## src/rtl/prime_pkg.sv

```systemverilog
// Shared defaults and entry type for the prime stream filter.
package prime_pkg;

    localparam int unsigned DEF_DATA_W = 32;
    localparam int unsigned DEF_IDX_W  = 16;
    localparam int unsigned DEF_DEPTH  = 8;
    localparam int unsigned DEF_CNT_W  = 32;

    typedef struct packed {
        logic [DEF_DATA_W-1:0] n;
        logic [DEF_IDX_W-1:0]  idx;
    } prime_entry_t;

endpackage

```

## src/rtl/prime_fifo.sv

```systemverilog
// Synchronous first-word-fall-through FIFO; head is 0 while empty.
// Pushes on full and pops on empty are ignored.
module prime_fifo #(
    parameter int unsigned WIDTH = 48,
    parameter int unsigned DEPTH = 8
) (
    input  logic             clk,
    input  logic             rst_n,
    input  logic             push,
    input  logic [WIDTH-1:0] push_data,
    input  logic             pop,
    output logic [WIDTH-1:0] head,
    output logic             full,
    output logic             empty
);

    localparam int unsigned AW = $clog2(DEPTH);
    localparam logic [AW:0] PTR_ONE = {{AW{1'b0}}, 1'b1};

    logic [WIDTH-1:0] mem [DEPTH];
    logic [AW:0]      wr_ptr_q, rd_ptr_q;
    logic             do_push, do_pop;

    // Extra pointer MSB distinguishes full from empty when the indices match.
    assign empty   = (wr_ptr_q == rd_ptr_q);
    assign full    = (wr_ptr_q[AW] != rd_ptr_q[AW]) && (wr_ptr_q[AW-1:0] == rd_ptr_q[AW-1:0]);
    assign do_push = push && !full;
    assign do_pop  = pop && !empty;
    assign head    = empty ? '0 : mem[rd_ptr_q[AW-1:0]];

    always_ff @(posedge clk or negedge rst_n) begin
        if (!rst_n) begin
            wr_ptr_q <= '0;
            rd_ptr_q <= '0;
        end else begin
            if (do_push) wr_ptr_q <= wr_ptr_q + PTR_ONE;
            if (do_pop)  rd_ptr_q <= rd_ptr_q + PTR_ONE;
        end
    end

    always_ff @(posedge clk) begin
        if (do_push) mem[wr_ptr_q[AW-1:0]] <= push_data;
    end

endmodule

```

## src/rtl/prime_stream_filter.sv

```systemverilog
// Drops composites, buffers primes with their input sequence index, replays them in order.
// Define PRIME_FILTER_STATS_EN to build the saturating statistics counters.
module prime_stream_filter
    import prime_pkg::*;
#(
    parameter int unsigned DATA_W = DEF_DATA_W,
    parameter int unsigned IDX_W  = DEF_IDX_W,
    parameter int unsigned DEPTH  = DEF_DEPTH,
    parameter int unsigned CNT_W  = DEF_CNT_W
) (
    input  logic              clk,
    input  logic              rst_n,
    input  logic              in_valid,
    output logic              in_ready,
    input  logic [DATA_W-1:0] in_data,
    input  logic              in_is_prime,
    output logic              out_valid,
    input  logic              out_ready,
    output logic [DATA_W-1:0] out_data,
    output logic [IDX_W-1:0]  out_idx,
    output logic              full,
    output logic              empty,
    output logic [CNT_W-1:0]  cnt_total,
    output logic [CNT_W-1:0]  cnt_prime,
    output logic [CNT_W-1:0]  cnt_drop
);

    typedef struct packed {
        logic [DATA_W-1:0] n;
        logic [IDX_W-1:0]  idx;
    } entry_t;

    localparam logic [IDX_W-1:0] IDX_ONE = {{(IDX_W-1){1'b0}}, 1'b1};

    logic             accept, push, pop;
    logic [IDX_W-1:0] seq_idx_q;
    entry_t           push_entry, head_entry;

    // No pass-through when full: a pop in the same cycle does not free a slot early.
    assign in_ready   = !full;
    assign out_valid  = !empty;
    assign accept     = in_valid && in_ready;
    assign push       = accept && in_is_prime;
    assign pop        = out_valid && out_ready;
    assign push_entry = '{n: in_data, idx: seq_idx_q};
    assign out_data   = head_entry.n;
    assign out_idx    = head_entry.idx;

    always_ff @(posedge clk or negedge rst_n) begin
        if (!rst_n)      seq_idx_q <= '0;
        else if (accept) seq_idx_q <= seq_idx_q + IDX_ONE;
    end

    prime_fifo #(
        .WIDTH (DATA_W + IDX_W),
        .DEPTH (DEPTH)
    ) u_fifo (
        .clk       (clk),
        .rst_n     (rst_n),
        .push      (push),
        .push_data (push_entry),
        .pop       (pop),
        .head      (head_entry),
        .full      (full),
        .empty     (empty)
    );

`ifdef PRIME_FILTER_STATS_EN
    localparam logic [CNT_W-1:0] CNT_ONE = {{(CNT_W-1){1'b0}}, 1'b1};
    localparam logic [CNT_W-1:0] CNT_MAX = {CNT_W{1'b1}};

    logic [CNT_W-1:0] cnt_total_q, cnt_prime_q, cnt_drop_q;

    always_ff @(posedge clk or negedge rst_n) begin
        if (!rst_n) begin
            cnt_total_q <= '0;
            cnt_prime_q <= '0;
            cnt_drop_q  <= '0;
        end else if (accept) begin
            if (cnt_total_q != CNT_MAX) cnt_total_q <= cnt_total_q + CNT_ONE;
            if (in_is_prime && cnt_prime_q != CNT_MAX) cnt_prime_q <= cnt_prime_q + CNT_ONE;
            if (!in_is_prime && cnt_drop_q != CNT_MAX) cnt_drop_q <= cnt_drop_q + CNT_ONE;
        end
    end

    assign cnt_total = cnt_total_q;
    assign cnt_prime = cnt_prime_q;
    assign cnt_drop  = cnt_drop_q;
`else
    assign cnt_total = '0;
    assign cnt_prime = '0;
    assign cnt_drop  = '0;
`endif

endmodule
```

## config.mk

```make
export PLATFORM = sky130hd
export DESIGN_NAME = prime_stream_filter
export DESIGN_NICKNAME = d
export VERILOG_FILES = /design/src/rtl/prime_pkg.sv /design/src/rtl/prime_fifo.sv /design/src/rtl/prime_stream_filter.sv
export SDC_FILE = /design/constraint.sdc
export NUM_CORES = 1
export LEC_CHECK = 0
export ABC_AREA = 1
export ABC_CLOCK_PERIOD_IN_PS = 5560
export CAP_MARGIN = 20
export CORE_AREA = 2 2 221 136
export DETAILED_ROUTE_END_ITERATION = 16
export DIE_AREA = 0 0 223 138
export HOLD_SLACK_MARGIN = 0.05
export PLACE_DENSITY = 0.84
export SYNTH_ARGS = -nofsm -noshare
export SYNTH_HDL_FRONTEND = slang
export SYNTH_SLANG_ARGS = --single-unit
```

## constraint.sdc

```tcl
create_clock -name clk -period 5.56 [get_ports clk]
set_clock_uncertainty 0.2 [all_clocks]
set_input_delay 0.834 -clock clk [delete_from_list [all_inputs] [get_ports clk]]
set_output_delay 0.834 -clock clk [all_outputs]
set_load 0.02 [all_outputs]
```

---- Yosys cells after proc, flatten, opt, wreduce, memory -nomap -nowiden ----
Memory sizes are Yosys's and may differ from the RTL's.
Index checks and enable logic that the tools add are counted.
word-level totals
  bits of input ports ..................... 37
  output and inout port bits .............. 148
  word-level logic and storage cells ...... 21
  register bits ........................... 24
  memory bits (writable) .................. 384
  memories kept ........................... 1
operators by class
  reduce and logical (&&, ||, !) cells .... 8
  multiplexer cells ....................... 3
  $add $sub $neg .......................... 3
  eq/ne operators ......................... 3
memory list
  name        words  width  rd ports  clocked after memory_dff  write ports  line              RTL
  u_fifo.mem  8      48     1         0                         1            prime_fifo.sv:20  logic [WIDTH-1:0] mem [DEPTH];
operators with widths
  cell                                           count
  two-way mux 48 bit                             1
  adder 16 x 1 -> 16 bit, second input constant  1
  adder 4 x 1 -> 4 bit, second input constant    2
  logical AND 1 bit                              6
  == test 4 bit                                  1
  == test 3 bit                                  1
  zero test 1 bit                                2
  two-way mux 1 bit                              2
  inequality test 1 bit                          1

---- Longest topological paths before layout ----
  word-level depth ........................ 8
  depth in mapped cells ................... 10
  depth with buffers taken out ............ 8

---- By module ----
Synthesis repeated with hierarchy kept, for this count alone.
unflattened totals
  cell total of the unflattened synthesis .. 1528
  area, all modules ....................... 17455.5 sq um
by module, submodules not included
  module               instances  area each (sq um)  cells each
  prime_fifo           1          15812.7            1320
  prime_stream_filter  1          1642.8             208

---- Least setup slack after synthesis ----
No wires, ideal clock.
  kind .................................... register to register
  start ................................... register u_fifo.rd_ptr_q[0]
  end ..................................... memory u_fifo.mem[0][0] (enable)
  data required time ...................... 4.906 ns
  data arrival time ....................... 3.226 ns
  clock period less this slack ............ 3.879 ns
  cell stages (with the launch flop) ...... 7
  setup slack ............................. 1.681 ns
  path buffers ............................ 2
  cell sequence ........................... dfrtp_1 > buf_6 > xnor2_4 > nand4_4 > nand3_1 > buf_2 > nor2_1
between the ends
  word-level cells in the longest chain between the ends .. 8
ends and longest elaborated chain
  element                                      line                       RTL
  from (decl)                                  prime_fifo.sv:21           logic [AW:0] wr_ptr_q, rd_ptr_q;
  from (signal assigned)                       prime_fifo.sv:37           if (do_pop) rd_ptr_q <= rd_ptr_q + PTR_ONE;
  == test 3 bit (*)                            prime_fifo.sv:26           assign full = (wr_ptr_q[AW] != rd_ptr_q[AW]) && (wr_ptr_q[AW-1:0] == rd_ptr_q[AW-1:0]);
  logical AND 1 bit (*)                        prime_fifo.sv:26
  zero test 1 bit (*)                          prime_stream_filter.sv:40  assign in_ready = !full;
  via in_ready                                 prime_stream_filter.sv:14  output logic in_ready,
  logical AND 1 bit                            prime_stream_filter.sv:42  assign accept = in_valid && in_ready;
  logical AND 1 bit                            prime_stream_filter.sv:43  assign push = accept && in_is_prime;
  logical AND 1 bit (*)                        prime_fifo.sv:27           assign do_push = push && !full;
  two-way mux 1 bit (*)                        prime_fifo.sv:42           if (do_push) mem[wr_ptr_q[AW-1:0]] <= push_data;
  two-way mux 1 bit (not written as such) (*)  prime_fifo.sv:42
  to (decl)                                    prime_fifo.sv:20
Mark *: on every way through the listed nets, which the timed path passes. The rest lies on a longest branch.

---- Worst setup path after layout ----
  start ................................... register u_fifo.rd_ptr_q[0]
  end ..................................... output out_data[6]
between the ends
  word-level cells in the longest chain between the ends .. 2
ends and longest elaborated chain
  element                                                    line                       RTL
  memory read (8 x 48 bit) or == test 4 bit (tied branches)  --
  two-way mux 48 bit (*)                                     prime_fifo.sv:29           assign head = empty ? '0 : mem[rd_ptr_q[AW-1:0]];
  to (decl)                                                  prime_stream_filter.sv:19  output logic [DATA_W-1:0] out_data,
Every way passes the cells marked *; elsewhere a longest branch is shown, timed or not.

==> flow_summary.html <==
<table>
<tr><th>Metric</th><th>Value</th></tr>
<tr><th colspan="2">Setup path</th></tr>
<tr><td>Number of cells on the worst reg-to-reg path</td><td>5</td></tr>
<tr><td>Highest cell delay on the worst timing path</td><td>~800 ps</td></tr>
<tr><td>Peak fanout along the critical path</td><td>78</td></tr>
<tr><td>Setup crit start kind</td><td>register</td></tr>
<tr><td>Data arrival time at the worst-slack endpoint</td><td>around 3700 ps</td></tr>
<tr><td>Most frequent cell on the critical path</td><td>sky130_fd_sc_hd__nor2_1</td></tr>
<tr><td>Element type at the critical path end</td><td>output pin</td></tr>
<tr><td>Crit path max-delay cell type</td><td>sky130_fd_sc_hd__dfrtp_4</td></tr>
<tr><td>Capture point of the worst reg-to-reg path</td><td>u_fifo.mem[0][25]</td></tr>
<tr><td>Path type of the worst setup path</td><td>reg -&gt; out</td></tr>
<tr><td>Sequence of cells on the critical path</td><td>inv_4 &gt; buf_4 &gt; o21ai_0 &gt; o22ai_1 &gt; nor2_1 &gt; nor2_1 &gt; clkdlybuf4s50_1</td></tr>
<tr><td>Reg-to-reg startpoint</td><td>u_fifo.rd_ptr_q[0]</td></tr>
<tr><td>Data required time of the critical path</td><td>roughly 4500 ps</td></tr>
<tr><td>Reg2Reg Setup Slack</td><td>1600 ps</td></tr>
<tr><th colspan="2">Power</th></tr>
<tr><td>Clock Power Share</td><td>24.1%</td></tr>
<tr><td>Net Switching</td><td>~4 mW</td></tr>
<tr><td>Static power due to leakage</td><td>~7 nW</td></tr>
<tr><td>Switching share of power</td><td>37.65%</td></tr>
<tr><td>Internal cell power</td><td>6.519 mW</td></tr>
<tr><td>Highest ir drop seen on vdd</td><td>0.4407 mV</td></tr>
<tr><td>Power after layout</td><td>10.46 mW</td></tr>
<tr><td>Combinational share of power</td><td>38.3%</td></tr>
<tr><td>Power per cell area</td><td>539.3 nW/um^2</td></tr>
<tr><td>Portion of total power attributed to sequential cells</td><td>between 30% and 40%</td></tr>
<tr><th colspan="2">Clock tree</th></tr>
<tr><td>Clock buffers created by TritonCTS</td><td>37</td></tr>
<tr><td>CTS sink count</td><td>roughly 410</td></tr>
<tr><td>Number of buffers inserted by post-CTS setup repair</td><td>0</td></tr>
<tr><td>Post-CTS resize count</td><td>0</td></tr>
<tr><td>Clock root buffer</td><td>sky130_fd_sc_hd__clkbuf_16</td></tr>
<tr><td>Insertion delay to the later sink of the worst-skew pair</td><td>540 ps</td></tr>
<tr><td>CTS tree</td><td>yes</td></tr>
<tr><td>Hold buffer count at CTS</td><td>0</td></tr>
<tr><td>H-Tree Depth</td><td>2</td></tr>
<tr><td>Maximum clock path buffer count</td><td>3</td></tr>
<tr><td>Clock transition at the registers of the reported paths</td><td>70 ps</td></tr>
<tr><th colspan="2">Yosys</th></tr>
<tr><td>Number of synthesized flops with an enable pin</td><td>384</td></tr>
<tr><td>Async set-reset flop share out of synthesis</td><td>5.882%</td></tr>
<tr><td>Top area cells in the synthesized netlist</td><td>sky130_fd_sc_hd__edfxtp_1 (67%), sky130_fd_sc_hd__nor2_1 (7.8%), sky130_fd_sc_hd__o21ai_0 (5.2%), sky130_fd_sc_hd__buf_4 (4.8%), sky130_fd_sc_hd__dfrtp_1 (3.5%)</td></tr>
<tr><td>Most used standard cells in the synthesized netlist</td><td>sky130_fd_sc_hd__edfxtp_1 (384), sky130_fd_sc_hd__nor2_1 (360), sky130_fd_sc_hd__o21ai_0 (180), sky130_fd_sc_hd__nand2_1 (147), sky130_fd_sc_hd__buf_4 (110)</td></tr>
<tr><td>Count of unique library cells instantiated by Yosys</td><td>25</td></tr>
<tr><td>Most instantiated library cell after synthesis</td><td>sky130_fd_sc_hd__edfxtp_1</td></tr>
<tr><td>Primary FF master, synth</td><td>sky130_fd_sc_hd__edfxtp_1</td></tr>
<tr><td>Yosys warns</td><td>0</td></tr>
<tr><td>Dominant cell type by area after synthesis</td><td>sky130_fd_sc_hd__edfxtp_1</td></tr>
<tr><td>Avg Cell Area, Syn</td><td>11.84 um^2</td></tr>
<tr><td>Post-Syn Instances</td><td>1459</td></tr>
<tr><td>Share of the yosys chip area belonging to registers</td><td>a little over two thirds</td></tr>
<tr><td>Share of Yosys cell area claimed by the top area cell type</td><td>66.75%</td></tr>
<tr><td>Mapped cell area</td><td>17270 um^2</td></tr>
<tr><td>Synthesized flop and latch total</td><td>408</td></tr>
<tr><th colspan="2">Place</th></tr>
<tr><td>Post-detail-place hpwl</td><td>20.29 mm</td></tr>
<tr><td>Dpl cell area</td><td>~18000 um^2</td></tr>
<tr><td>Final weighted congestion of routability-driven global placement</td><td>0.8733</td></tr>
<tr><td>Buffers on Ports</td><td>a little under 90</td></tr>
<tr><th colspan="2">Timing</th></tr>
<tr><td>Total Neg Setup Slack</td><td>0 ps</td></tr>
<tr><td>RSZ-0062 raised after global routing</td><td>no</td></tr>
<tr><td>Max-slew violation count</td><td>0</td></tr>
<tr><td>Tightest Pin Transition</td><td>1005 ps</td></tr>
<tr><td>Finish-stage setup viols</td><td>0</td></tr>
<tr><td>Share of the clock period used by the worst path after layout</td><td>85.01%</td></tr>
<tr><td>Post-layout minimum cycle time</td><td>4727 ps</td></tr>
<tr><td>Final hold violation count</td><td>0</td></tr>
<tr><td>Hold slack final</td><td>318.7 ps</td></tr>
<tr><td>F_max</td><td>211.6 MHz</td></tr>
<tr><td>Slew HR</td><td>32.82%</td></tr>
<tr><th colspan="2">Global route</th></tr>
<tr><td>Antenna violations before repair</td><td>0</td></tr>
<tr><td>Global-route wire length before repair</td><td>58.39 mm</td></tr>
<tr><td>Via count of the first global-routing pass</td><td>10480</td></tr>
<tr><td>Overall Global Routing Usage</td><td>about a quarter</td></tr>
<tr><td>Largest net degree at the start of global routing</td><td>127</td></tr>
<tr><td>Global-route congestion overflow total</td><td>0</td></tr>
<tr><th colspan="2">Final layout</th></tr>
<tr><td>Layout net count</td><td>1561</td></tr>
<tr><td>Area of all placed cells without fillers</td><td>slightly below 20000 um^2</td></tr>
<tr><td>Utilization after layout</td><td>between 60% and 70%</td></tr>
<tr><td>Relative area change from synthesis to final layout</td><td>12.23%</td></tr>
<tr><td>Layout cell share with drive strength beyond 1</td><td>6.258%</td></tr>
<tr><td>Number of antenna repair diodes</td><td>0</td></tr>
<tr><th colspan="2">Floorplan</th></tr>
<tr><td>Effective utilization at floorplan</td><td>between 50 and 60%</td></tr>
<tr><td>Core Region</td><td>29120 um^2</td></tr>
<tr><td>Full die area</td><td>between 30000 and 40000 um^2</td></tr>
<tr><td>Die Wd</td><td>223 um</td></tr>
<tr><td>Row cnt</td><td>49</td></tr>
<tr><td>DIE HEIGHT</td><td>138 um</td></tr>
<tr><td>IO Pins</td><td>185</td></tr>
<tr><th colspan="2">Hold path</th></tr>
<tr><td>Instance count along the most critical hold path</td><td>2</td></tr>
<tr><td>Classification of the worst-slack hold path</td><td>reg -&gt; reg</td></tr>
<tr><td>Hold worst-path end</td><td>u_fifo.rd_ptr_q[3]</td></tr>
<tr><td>Hold_sp</td><td>u_fifo.rd_ptr_q[3]</td></tr>
<tr><th colspan="2">Drt</th></tr>
<tr><td>Router iterations before antenna repair</td><td>5</td></tr>
<tr><td>DRC violation count after routing</td><td>0</td></tr>
<tr><td>Final routed wirelength across all metal layers</td><td>37.38 mm</td></tr>
<tr><td>Detailed-route wire length per cell</td><td>19.35 um</td></tr>
<tr><td>Vias</td><td>10960</td></tr>
<tr><td>Number of vias per cell</td><td>roughly 5.7</td></tr>
<tr><td>Starting DRC count in detailed routing</td><td>1332</td></tr>
<tr><td>Number of nets still failing antenna checks after routing</td><td>0</td></tr>
<tr><th colspan="2">Job</th></tr>
<tr><td>Max-capacitance violation count</td><td>0</td></tr>
<tr><th colspan="2">Run status</th></tr>
<tr><td>Outcome</td><td>completed</td></tr>
</table>
[kinds of logic after synthesis]
family	synth area share (%)
compound gates	9.532
xor+xnor	0.7171
fa+ha+maj	0.2173
buf+inv	7.127
flops	70.23
other cells	0.02171
simple gates	12.15
[final cells by class]
cell class	count	area, um^2
flip-flops and latches	408	12140
fillers	2081	9734
multi-input cells	943	4337
repair buffers	110	1146
clock buffers	51	1081
well taps	382	478.0
clock inverters	17	121.4
inverters	21	81.33
[worst max path at each step]
stage	start	end	slack (ps)
after global placement	u_fifo.rd_ptr_q[0]	out_data[14]	1500
final	u_fifo.rd_ptr_q[0]	out_data[6]	830
after CTS	u_fifo.rd_ptr_q[0]	out_data[16]	830
after detailed placement	u_fifo.rd_ptr_q[0]	out_data[15]	1440
after global routing	u_fifo.rd_ptr_q[0]	out_data[11]	650
after floorplan	u_fifo.rd_ptr_q[0]	u_fifo.mem[0][0]	1680
[worst max-delay path, delay by kind of cell (launching register included)]
family | cells | cell delay (ps)
AND/OR/NAND/NOR | 2 | 290
buffers and inverters | 3 | 1680
flip-flops | 1 | 800
AO/OA/AOI/OAI | 2 | 320
[power by group through the flow]
stage	clock (mW)	combinational, mW	sequential, mW
6_report	2.52	4.00	3.93
5_1_grt	2.68	4.39	3.96
4_1_cts	2.55	4.03	3.93
3_5_place_dp	0	3.99	3.99
3_3_place_gp	0	3.89	3.97
2_1_floorplan	0	2.71	3.80
[state kept, by name, summed over array words and instances, names as in the netlist]
signal / flops
u_fifo.mem: 384
u_fifo.rd_ptr_q: 4
u_fifo.wr_ptr_q: 4
seq_idx_q: 16
[routing by layer]
metal | up-vias | GRT usage (%) | share of wire [%]
li1 | 5075 | - | -
met1 | 5321 | 35.45 | 42
met2 | 518 | 38.65 | 48
met3 | 45 | 4.570 | 8.5
met4 | 0 | 6.252 | 1.5
met5 | - | 0 | 0
[placed cells by master, fill, tap and decap left out, types with 2 or more instances in the layout]
cell type                         netlist  routed
sky130_fd_sc_hd__o211ai_1              48      48
sky130_fd_sc_hd__o21ai_1               17      17
sky130_fd_sc_hd__buf_12                 0       8
sky130_fd_sc_hd__clkinv_2               0       9
sky130_fd_sc_hd__nor2_4                 0       8
sky130_fd_sc_hd__conb_1                 1      96
sky130_fd_sc_hd__ha_1                   3       3
sky130_fd_sc_hd__clkinvlp_4             0       2
sky130_fd_sc_hd__o21ai_0              180     180
sky130_fd_sc_hd__xnor2_1                7       7
sky130_fd_sc_hd__nand2_1              147     147
sky130_fd_sc_hd__buf_4                110      14
sky130_fd_sc_hd__o22ai_1               48      48
sky130_fd_sc_hd__nand4_4                1       2
sky130_fd_sc_hd__edfxtp_1             384     384
sky130_fd_sc_hd__dfrtp_4                0       3
sky130_fd_sc_hd__xor2_1                 4       4
sky130_fd_sc_hd__nor2_1               360     352
sky130_fd_sc_hd__nand4_1                9       9
sky130_fd_sc_hd__nand3_1               20      20
sky130_fd_sc_hd__inv_1                 20      20
sky130_fd_sc_hd__clkbuf_16              0      39
sky130_fd_sc_hd__dfrtp_1               24      21
sky130_fd_sc_hd__clkbuf_1              44       6
sky130_fd_sc_hd__clkbuf_8               0       6
sky130_fd_sc_hd__clkdlybuf4s50_1        0      88
sky130_fd_sc_hd__clkinv_1               0       3
[through the flow]
| step | worst slack (ps) | cells |
|---|---|---|
| 4_1_cts | 831.4 | 1932 |
| 5_1_grt | 652.0 | 1932 |
| 6_report | 833.2 | 1932 |
| 3_5_place_dp | 1435 | 1864 |
| 2_1_floorplan | 1681 | 1554 |
| 3_3_place_gp | 1500 | 1864 |
Note: power is estimated with default switching activity, not from simulation.
